`src/rtl/fifo_access_arbiter_if.sv`:
```
// Requester and FIFO-side signal bundle for fifo_access_arbiter.
// The master side drives requests and the FIFO read word; the slave side is the arbiter.
interface fifo_access_arbiter_if #(
  parameter int unsigned BIT_DEPTH = 32,
  parameter int unsigned CNT_W     = 5
);
  logic                 a_req;
  logic                 a_wr;
  logic [BIT_DEPTH-1:0] a_wdata;
  logic                 a_ack;
  logic                 a_err;
  logic                 b_req;
  logic                 b_wr;
  logic [BIT_DEPTH-1:0] b_wdata;
  logic                 b_ack;
  logic                 b_err;
  logic [BIT_DEPTH-1:0] rd_data;
  logic                 fifo_wr_en;
  logic [BIT_DEPTH-1:0] fifo_wr_data;
  logic                 fifo_rd_en;
  logic [BIT_DEPTH-1:0] fifo_rd_data;
  logic [CNT_W-1:0]     count;
  logic                 full;
  logic                 empty;

  modport master (
    output a_req, a_wr, a_wdata, b_req, b_wr, b_wdata, fifo_rd_data,
    input  a_ack, a_err, b_ack, b_err, rd_data, fifo_wr_en, fifo_wr_data,
    input  fifo_rd_en, count, full, empty
  );

  modport slave (
    input  a_req, a_wr, a_wdata, b_req, b_wr, b_wdata, fifo_rd_data,
    output a_ack, a_err, b_ack, b_err, rd_data, fifo_wr_en, fifo_wr_data,
    output fifo_rd_en, count, full, empty
  );
endinterface

```
`src/rtl/fifo_access_arbiter.sv`:
```
// Round-robin two-requester access controller for a single FIFO.
// Owns the FIFO strobes and occupancy count; rejects writes when full and reads when empty.
module fifo_access_arbiter #(
  parameter int unsigned BIT_DEPTH  = 32,
  parameter int unsigned FIFO_DEPTH = 16,
  parameter int unsigned CNT_W      = 5
) (
  input logic                 clk,
  input logic                 rst_n,
  fifo_access_arbiter_if.slave bus
);

  typedef enum logic [2:0] {
    IDLE    = 3'd0,
    WR      = 3'd1,
    RD      = 3'd2,
    RD_WAIT = 3'd3,
    RD_ACK  = 3'd4,
    REJ     = 3'd5
  } state_t;

  state_t               state_q, state_d;
  logic                 win_b_q, win_b_d;
  logic                 prio_b_q, prio_b_d;
  logic                 a_ack_q, a_ack_d, a_err_q, a_err_d;
  logic                 b_ack_q, b_ack_d, b_err_q, b_err_d;
  logic [BIT_DEPTH-1:0] rd_data_q, rd_data_d;
  logic                 wr_en_q, wr_en_d, rd_en_q, rd_en_d;
  logic [BIT_DEPTH-1:0] wr_data_q, wr_data_d;
  logic [CNT_W-1:0]     count_q, count_d;
  logic                 full_q, full_d, empty_q, empty_d;
  logic                 pick_b, sel_wr;
  logic [BIT_DEPTH-1:0] sel_wdata;

  // Next-state and next-output decode; every registered output is computed here.
  always_comb begin
    state_d   = state_q;
    win_b_d   = win_b_q;
    prio_b_d  = prio_b_q;
    a_ack_d   = 1'b0;
    a_err_d   = 1'b0;
    b_ack_d   = 1'b0;
    b_err_d   = 1'b0;
    rd_data_d = rd_data_q;
    wr_en_d   = 1'b0;
    rd_en_d   = 1'b0;
    wr_data_d = wr_data_q;
    count_d   = count_q;
    pick_b    = bus.b_req && (!bus.a_req || prio_b_q);
    sel_wr    = pick_b ? bus.b_wr : bus.a_wr;
    sel_wdata = pick_b ? bus.b_wdata : bus.a_wdata;

    case (state_q)
      IDLE: begin
        if (bus.a_req || bus.b_req) begin
          win_b_d = pick_b;
          // Pointer only moves when both requesters competed for this grant.
          if (bus.a_req && bus.b_req) prio_b_d = !pick_b;
          if ((sel_wr && full_q) || (!sel_wr && empty_q)) begin
            state_d = REJ;
            a_ack_d = !pick_b;
            a_err_d = !pick_b;
            b_ack_d = pick_b;
            b_err_d = pick_b;
          end else if (sel_wr) begin
            state_d   = WR;
            wr_en_d   = 1'b1;
            wr_data_d = sel_wdata;
            a_ack_d   = !pick_b;
            b_ack_d   = pick_b;
          end else begin
            state_d = RD;
            rd_en_d = 1'b1;
          end
        end
      end
      WR: begin
        state_d = IDLE;
        count_d = count_q + CNT_W'(1);
      end
      RD: begin
        state_d = RD_WAIT;
        count_d = count_q - CNT_W'(1);
      end
      RD_WAIT: begin
        state_d   = RD_ACK;
        rd_data_d = bus.fifo_rd_data;
        a_ack_d   = !win_b_q;
        b_ack_d   = win_b_q;
      end
      RD_ACK:  state_d = IDLE;
      REJ:     state_d = IDLE;
      default: state_d = IDLE;
    endcase

    full_d  = (count_d == CNT_W'(FIFO_DEPTH));
    empty_d = (count_d == '0);
  end

  always_ff @(posedge clk) begin
    if (!rst_n) begin
      state_q   <= IDLE;
      win_b_q   <= 1'b0;
      prio_b_q  <= 1'b0;
      a_ack_q   <= 1'b0;
      a_err_q   <= 1'b0;
      b_ack_q   <= 1'b0;
      b_err_q   <= 1'b0;
      rd_data_q <= '0;
      wr_en_q   <= 1'b0;
      rd_en_q   <= 1'b0;
      wr_data_q <= '0;
      count_q   <= '0;
      full_q    <= 1'b0;
      empty_q   <= 1'b1;
    end else begin
      state_q   <= state_d;
      win_b_q   <= win_b_d;
      prio_b_q  <= prio_b_d;
      a_ack_q   <= a_ack_d;
      a_err_q   <= a_err_d;
      b_ack_q   <= b_ack_d;
      b_err_q   <= b_err_d;
      rd_data_q <= rd_data_d;
      wr_en_q   <= wr_en_d;
      rd_en_q   <= rd_en_d;
      wr_data_q <= wr_data_d;
      count_q   <= count_d;
      full_q    <= full_d;
      empty_q   <= empty_d;
    end
  end

  assign bus.a_ack        = a_ack_q;
  assign bus.a_err        = a_err_q;
  assign bus.b_ack        = b_ack_q;
  assign bus.b_err        = b_err_q;
  assign bus.rd_data      = rd_data_q;
  assign bus.fifo_wr_en   = wr_en_q;
  assign bus.fifo_wr_data = wr_data_q;
  assign bus.fifo_rd_en   = rd_en_q;
  assign bus.count        = count_q;
  assign bus.full         = full_q;
  assign bus.empty        = empty_q;

endmodule

```
`src/flat_wrapper.sv`:
```
// flat-port wrapper written by rule: the top's interface ports become plain ports
module fifo_access_arbiter_flat 
#(
  parameter int unsigned BIT_DEPTH  = 32,
  parameter int unsigned FIFO_DEPTH = 16,
  parameter int unsigned CNT_W      = 5
)
  (clk, rst_n, bus_a_req, bus_a_wr, bus_a_wdata, bus_b_req, bus_b_wr, bus_b_wdata, bus_fifo_rd_data, bus_a_ack, bus_a_err, bus_b_ack, bus_b_err, bus_rd_data, bus_fifo_wr_en, bus_fifo_wr_data, bus_fifo_rd_en, bus_count, bus_full, bus_empty);
  fifo_access_arbiter_if #(.BIT_DEPTH(BIT_DEPTH), .CNT_W(CNT_W)) bus_i ();
  input logic clk;
  input logic rst_n;
  input wire logic [$bits(bus_i.a_req)-1:0] bus_a_req;
  input wire logic [$bits(bus_i.a_wr)-1:0] bus_a_wr;
  input wire logic [$bits(bus_i.a_wdata)-1:0] bus_a_wdata;
  input wire logic [$bits(bus_i.b_req)-1:0] bus_b_req;
  input wire logic [$bits(bus_i.b_wr)-1:0] bus_b_wr;
  input wire logic [$bits(bus_i.b_wdata)-1:0] bus_b_wdata;
  input wire logic [$bits(bus_i.fifo_rd_data)-1:0] bus_fifo_rd_data;
  output wire logic [$bits(bus_i.a_ack)-1:0] bus_a_ack;
  output wire logic [$bits(bus_i.a_err)-1:0] bus_a_err;
  output wire logic [$bits(bus_i.b_ack)-1:0] bus_b_ack;
  output wire logic [$bits(bus_i.b_err)-1:0] bus_b_err;
  output wire logic [$bits(bus_i.rd_data)-1:0] bus_rd_data;
  output wire logic [$bits(bus_i.fifo_wr_en)-1:0] bus_fifo_wr_en;
  output wire logic [$bits(bus_i.fifo_wr_data)-1:0] bus_fifo_wr_data;
  output wire logic [$bits(bus_i.fifo_rd_en)-1:0] bus_fifo_rd_en;
  output wire logic [$bits(bus_i.count)-1:0] bus_count;
  output wire logic [$bits(bus_i.full)-1:0] bus_full;
  output wire logic [$bits(bus_i.empty)-1:0] bus_empty;
  assign bus_i.a_req = bus_a_req;
  assign bus_i.a_wr = bus_a_wr;
  assign bus_i.a_wdata = bus_a_wdata;
  assign bus_i.b_req = bus_b_req;
  assign bus_i.b_wr = bus_b_wr;
  assign bus_i.b_wdata = bus_b_wdata;
  assign bus_i.fifo_rd_data = bus_fifo_rd_data;
  assign bus_a_ack = bus_i.a_ack;
  assign bus_a_err = bus_i.a_err;
  assign bus_b_ack = bus_i.b_ack;
  assign bus_b_err = bus_i.b_err;
  assign bus_rd_data = bus_i.rd_data;
  assign bus_fifo_wr_en = bus_i.fifo_wr_en;
  assign bus_fifo_wr_data = bus_i.fifo_wr_data;
  assign bus_fifo_rd_en = bus_i.fifo_rd_en;
  assign bus_count = bus_i.count;
  assign bus_full = bus_i.full;
  assign bus_empty = bus_i.empty;
  fifo_access_arbiter #(.BIT_DEPTH(BIT_DEPTH), .FIFO_DEPTH(FIFO_DEPTH), .CNT_W(CNT_W)) u_core (.clk(clk), .rst_n(rst_n), .bus(bus_i));
endmodule
```
`config.mk`:
```
export PLATFORM = sky130hd
export DESIGN_NAME = fifo_access_arbiter_flat
export DESIGN_NICKNAME = d
export VERILOG_FILES = /design/src/rtl/fifo_access_arbiter_if.sv /design/src/rtl/fifo_access_arbiter.sv /design/src/flat_wrapper.sv
export SDC_FILE = /design/constraint.sdc
export NUM_CORES = 1
export LEC_CHECK = 0
export ABC_AREA = 1
export CAP_MARGIN = 0
export CORE_UTILIZATION = 41
export DETAILED_ROUTE_END_ITERATION = 10
export MAX_ROUTING_LAYER = met4
export PLACE_DENSITY = 0.84
export SYNTH_ARGS = -nofsm -noshare
export SYNTH_HDL_FRONTEND = slang
export SYNTH_SLANG_ARGS = --single-unit
```
`constraint.sdc`:
```
create_clock -name clk -period 4.74 [get_ports clk]
set_input_delay 0.948 -clock clk [delete_from_list [all_inputs] [get_ports clk]]
set_output_delay 0.948 -clock clk [all_outputs]
set_load 0.02 [all_outputs]
```
==> After elaboration in Yosys (flattened, before gate mapping) <==
Cells that the tools add are included.
{ "totals": {"reg_bits": 82, "in_bits": 102} }
{ "op_classes": {"n_eq_ne": 5, "mux": 17, "n_reduce_logical": 18, "add_sub_neg": 2, "bitwise": 4} }
{ "ops": {"columns": ["cell", "count"], "rows": [
  ["2-to-1 mux 32 bit", 1],
  ["one-hot mux 5 bit (2 select lines)", 1],
  ["2-to-1 mux 1 bit", 9],
  ["one-hot mux 3 bit (3 select lines)", 1],
  ["AND reduction 4 bit", 2],
  ["== test 3 x 2 -> 1 bit (second input constant)", 2],
  ["2-to-1 mux 3 bit", 2],
  ["adder 5 x 1 -> 5 bit (second input constant)", 1],
  ["== test 5 bit (second input constant)", 1],
  ["logical NOT 5 bit", 1],
  ["subtractor 5 x 1 -> 5 bit (second input constant)", 1],
  ["logical AND 1 bit", 4],
  ["logical NOT 1 bit", 4],
  ["NOT 1 bit", 4],
  ["one-hot mux 1 bit (2 select lines)", 2],
  ["OR reduction 4 bit", 1],
  ["== test 3 x 1 -> 1 bit (second input constant)", 1],
  ["logical NOT 3 bit", 1],
  ["logical OR 1 bit", 3],
  ["AND reduction 3 bit", 1],
  ["2-to-1 mux 2 bit", 1],
  ["inequality test 2 x 1 -> 1 bit (second input constant)", 1],
  ["AND reduction 2 bit", 1]
]} }

==> Logic depth before layout (Yosys ltp) <==
{ "logic_depth": {"word_depth": 10, "ltp_mapped": 16} }

==> Least setup slack after synthesis <==
OpenSTA, ideal clock, no wires.
{ "synth_timing": {"path_type": "input -> register", "start": "input port bus_a_req", "end": "register u_core.wr_data_q[26] (netlist: u_core.bus.fifo_wr_data[26])", "path_slack_ns": 2.744, "arrival_time_ns": 1.922, "path_buffers": 1, "stages": 10, "t_required_ns": 4.666, "path_cell_list": "nand2_1 -> nand2_4 -> o21ai_2 -> inv_2 -> nor2_1 -> inv_2 -> nor2_8 -> buf_6 -> o21ai_0 -> a31oi_1"} }
{ "synth_between": {"elab_chain_len": 9, "word_cells_on_any_way": 12, "classes_between": "mux: 2; bitwise: 1; reduce/logical: 9"} }
{ "synth_lines": {"columns": ["element", "line_no", "source"], "rows": [
  ["from (decl)", "flat_wrapper.sv:12", "input wire logic [$bits(bus_i.a_req)-1:0] bus_a_req;"],
  ["logical NOT 1 bit", "fifo_access_arbiter.sv:49", "pick_b = bus.b_req && (!bus.a_req || prio_b_q);"],
  ["logical OR 1 bit", "fifo_access_arbiter.sv:49", null],
  ["logical AND 1 bit", "fifo_access_arbiter.sv:49", null],
  ["2-to-1 mux 1 bit", "fifo_access_arbiter.sv:50", "sel_wr = pick_b ? bus.b_wr : bus.a_wr;"],
  ["logical NOT 1 bit", "fifo_access_arbiter.sv:59", "if ((sel_wr && full_q) || (!sel_wr && empty_q)) begin"],
  ["logical AND 1 bit", "fifo_access_arbiter.sv:59", null],
  ["logical OR 1 bit", "fifo_access_arbiter.sv:59", null],
  ["NOT 1 bit (no line)", null, null],
  ["AND reduction 4 bit (no line)", null, null],
  ["to (signal assigned)", "fifo_access_arbiter.sv:127", "wr_data_q <= wr_data_d;"],
  ["to (decl)", "fifo_access_arbiter.sv:29", "logic [BIT_DEPTH-1:0] wr_data_q, wr_data_d;"]
]} }
Several ways; a longest one is shown, not always the timed one.
A chain may end at the register's enable or synchronous reset.

==> Worst setup path after layout <==
{ "layout_timing": {"start": "input port bus_a_req", "end": "register u_core.wr_data_q[18] (netlist: u_core.bus.fifo_wr_data[18])"} }
Same word-level chain as after synthesis.

==> key figures <==
Global routing
  – Largest net degree at the start of global routing: 70
  – Vias in the first global route: 3,349
  – Total GRT Usage: 23.09%
  – Remaining Overflow, GRT: 0
  – Antenna violations before repair: 0
  – First-pass GRT wire length: 15.23 mm

Clock network
  – Clk Latency, worst-skew pair: 0.34 ns
  – CTS buffer count: 9
  – CTS HTree Levels: 3
  – Root buf cell: clkbuf_8
  – Setup Buffers After CTS: 0
  – Clock slew seen by the registers of the worst setup and hold paths: 0.09 ns
  – Post_cts resized: 0
  – CTS tree: yes
  – Sink Count: 82
  – Max clock buf depth: 2
  – Post-CTS Hold Buffers: 0

Timing
  – Fin. Hold Viols: 0
  – Setup-failing EPs final: 0
  – Worst-margin pin slew: 1.087 ns
  – Slew Viols, Final: 0
  – Max Clock Freq: 332.7 MHz
  – Post-route setup TNS: 0 ns
  – Min Tclk post-route: 3.006 ns
  – Final Skew: 0.01020 ns
  – Tcrit/Tclk final: 63.41%
  – RSZ-0062 raised after global routing: false
  – WHS: 0.4856 ns
  – Slew HR: 27.30%

Critical path
  – Worst Reg2Reg Path Length in Cells: 4
  – Type of origin of the critical path: input pin
  – CP Capture Type: flop
  – Critical path required time: 5.01 ns
  – Critical path type: input pin to flop
  – CP Max Fanout: 64
  – Worst path cell trace: clkdlybuf4s50_1 > nand2_1 > nand2_4 > nand2_1 > o21ai_2 > inv_2 > nor2_1 > inv_2 > nor2_8 > o21ai_0 > a31oi_1
  – Worst Path Arrival: 3.28 ns
  – Slowest CP cell: nor2_8
  – Crit path largest cell delay: 0.53 ns

Routing
  – DRT antenna net count: 0
  – DR vias: 3,624
  – Drc violations: 0
  – Initial DRT Pass Iterations: 4
  – Total Wirelength: 9.464 mm
  – Wire per inst: 13.11 µm
  – DR vias/cell: 5.019
  – DR iter-0 viols: 163

Cells and area
  – Fin nets: 718
  – Commonest cells after routing, fill and taps aside: 177 x clkdlybuf4s50_1, 99 x nand2_1, 82 x dfxtp_1, 77 x nor2_1, 55 x o21ai_0
  – Layout Utilization: 68.22%
  – Layout cells sized above 1: 5.000%
  – Antenna diode count: 0
  – # fillers: 602
  – Cell area after layout: 5326 µm²
  – Register area: 1642 µm²
  – Layout Cells excl Fill: 722
  – Commonest non-fill, non-tap cell in the layout: clkdlybuf4s50_1
  – Multi-input logic area: 1476 µm²
  – Area Overhead vs Synth: 59.26%

Synthesis
  – Synth unique cells: 28
  – Synth Area in Adders: 0.3741%
  – Synthesis Warnings: 0
  – Top cells by area, synth: dfxtp_1 49%, nand2_1 11%, nor2_1 8.6%
  – Largest family of logic cells by synthesized area: simple AND/OR/NAND/NOR gates
  – Xor and xnor fraction of the mapped netlist area: 0.5238%
  – Seq/Total Area, Yosys: 49.08%
  – Area leader, netlist: dfxtp_1
  – Compound-Gate Fraction of Synth Area: 18.59%
  – Syn_nets: 555
  – Syn Area/Cell: 7.399 µm²
  – Post-synthesis sequential element count: 82
  – Cells after synthesis: 452
  – Simple-gate share of the synthesized area: 24.65%
  – Top cell type's share of synthesized area: 49.08%
  – Synthesized area: 3344 µm²
  – Post-synthesis mux area share: 0%

Placement
  – IO buf count: 178
  – Placed Cells incl. Taps: 706
  – Hpwl dp: 6.913 mm
  – DP Area: 5124 µm²
  – Placer Congestion: 0.8482

Die
  – Core Region: 7807 µm²
  – Starting density of the core: 42.84%
  – Die footprint: 8522 µm²
  – Rows: 32
  – Die W: 92.32 µm
  – Die height: 92.32 µm
  – # IOs: 179

Pwr
  – Peak supply drop: 0.0002088 V
  – P_leak: 2.115 nW
  – Pwr dens: 384.9 nW/µm²

Status
  – Outcome: complete, no violations

Worst hold path
  – HP Class: flop to flop
  – Hold Path Stages: 2

Job
  – Max Cap Viol: 0
## state kept, by name, summed over array words and instances, names as in the netlist
name	flops
u_core.bus.a_ack	1
u_core.bus.a_err	1
u_core.bus.count	5
u_core.prio_b_q	1
u_core.bus.full	1
u_core.bus.b_err	1
u_core.bus.b_ack	1
u_core.state_q	3
u_core.bus.rd_data	32
u_core.win_b_q	1
u_core.bus.fifo_rd_en	1
u_core.bus.fifo_wr_en	1
u_core.bus.empty	1
u_core.bus.fifo_wr_data	32
## worst max-delay path: cells and delay by family
kind / cells / cell delay [ns]
AND/OR/NAND/NOR: 5 / 1.17
buffers and inverters: 3 / 0.62
AO/OA/AOI/OAI: 3 / 0.50
## cell type report
type	instances	share of cell area (%)
inverters	27	1.903
flip-flops and latches	82	30.82
multi-input cells	317	27.72
clock inverters	6	1.222
clock buffers	10	2.584
well taps	102	2.396
repair buffers	178	33.36
## stage by stage
stage	worst slack, ns	power [W]
after CTS	1.775	0.002066
final	1.734	0.002050
after global placement	1.509	0.001544
after detailed placement	1.405	0.001559
after global routing	1.411	0.002167
after floorplan	2.744	0.001251
## kinds of logic (layout without fill, tap and decap cells)
kind of cell / count (synthesis) / after routing
AND/OR/NAND/NOR: 200 / 200
AO/OA/AOI/OAI: 114 / 114
flip-flops: 82 / 82
buffers and inverters: 53 / 221
XOR/XNOR: 2 / 2
adder cells (fa/ha/maj): 1 / 1
## power breakdown
part | internal (W) | leakage [nW] | total (W) | switching, W
Clock | 0.000259 | 0.103 | 0.000505 | 0.000246
Combinational | 0.000321 | 1.34 | 0.000698 | 0.000377
Sequential | 0.000785 | 0.669 | 0.000848 | 0.0000628
Total | 0.00136 | 2.11 | 0.00205 | 0.000685
## Yosys cell counts
master,instances
o21ai_1,16
dfxtp_1,82
clkbuf_1,18
inv_1,20
nor2_8,1
nand2_2,2
buf_1,1
o21a_1,1
o21ai_0,55
clkinv_1,2
nor2_2,1
o21ai_2,1
a31oi_1,32
nor2_4,2
a21oi_1,7
nand2_1,99
nand3_1,12
nand2_4,1
ha_1,1
nor2_1,77
buf_2,4
o21bai_1,2
nand3b_1,2
xor2_1,2
buf_6,3
nor3_1,2
or2_2,1
inv_2,5
## per-layer routing
metal / part of all wire (%) / vias to the layer above / wire length, µm / GRT usage (%)
li1: - / 1815 / - / -
met1: 40 / 1638 / 3823 / 27.00
met2: 50 / 155 / 4775 / 38.27
met3: 6.6 / 16 / 624 / 4.680
met4: 2.6 / 0 / 242 / 10.42
met5: 0 / - / 0 / -
## path summary, 6_finish.rpt
check	start	endpoint	slack (ns)
worst max-delay path	bus_a_req	u_core.bus.fifo_wr_data[18]	1.73
worst min-delay path	u_core.bus.rd_data[1]	u_core.bus.rd_data[1]	0.49
worst max register to register	u_core.state_q[1]	u_core.state_q[2]	1.84
worst min register to register	u_core.bus.rd_data[1]	u_core.bus.rd_data[1]	0.49
(Power assumes the default switching activity.)
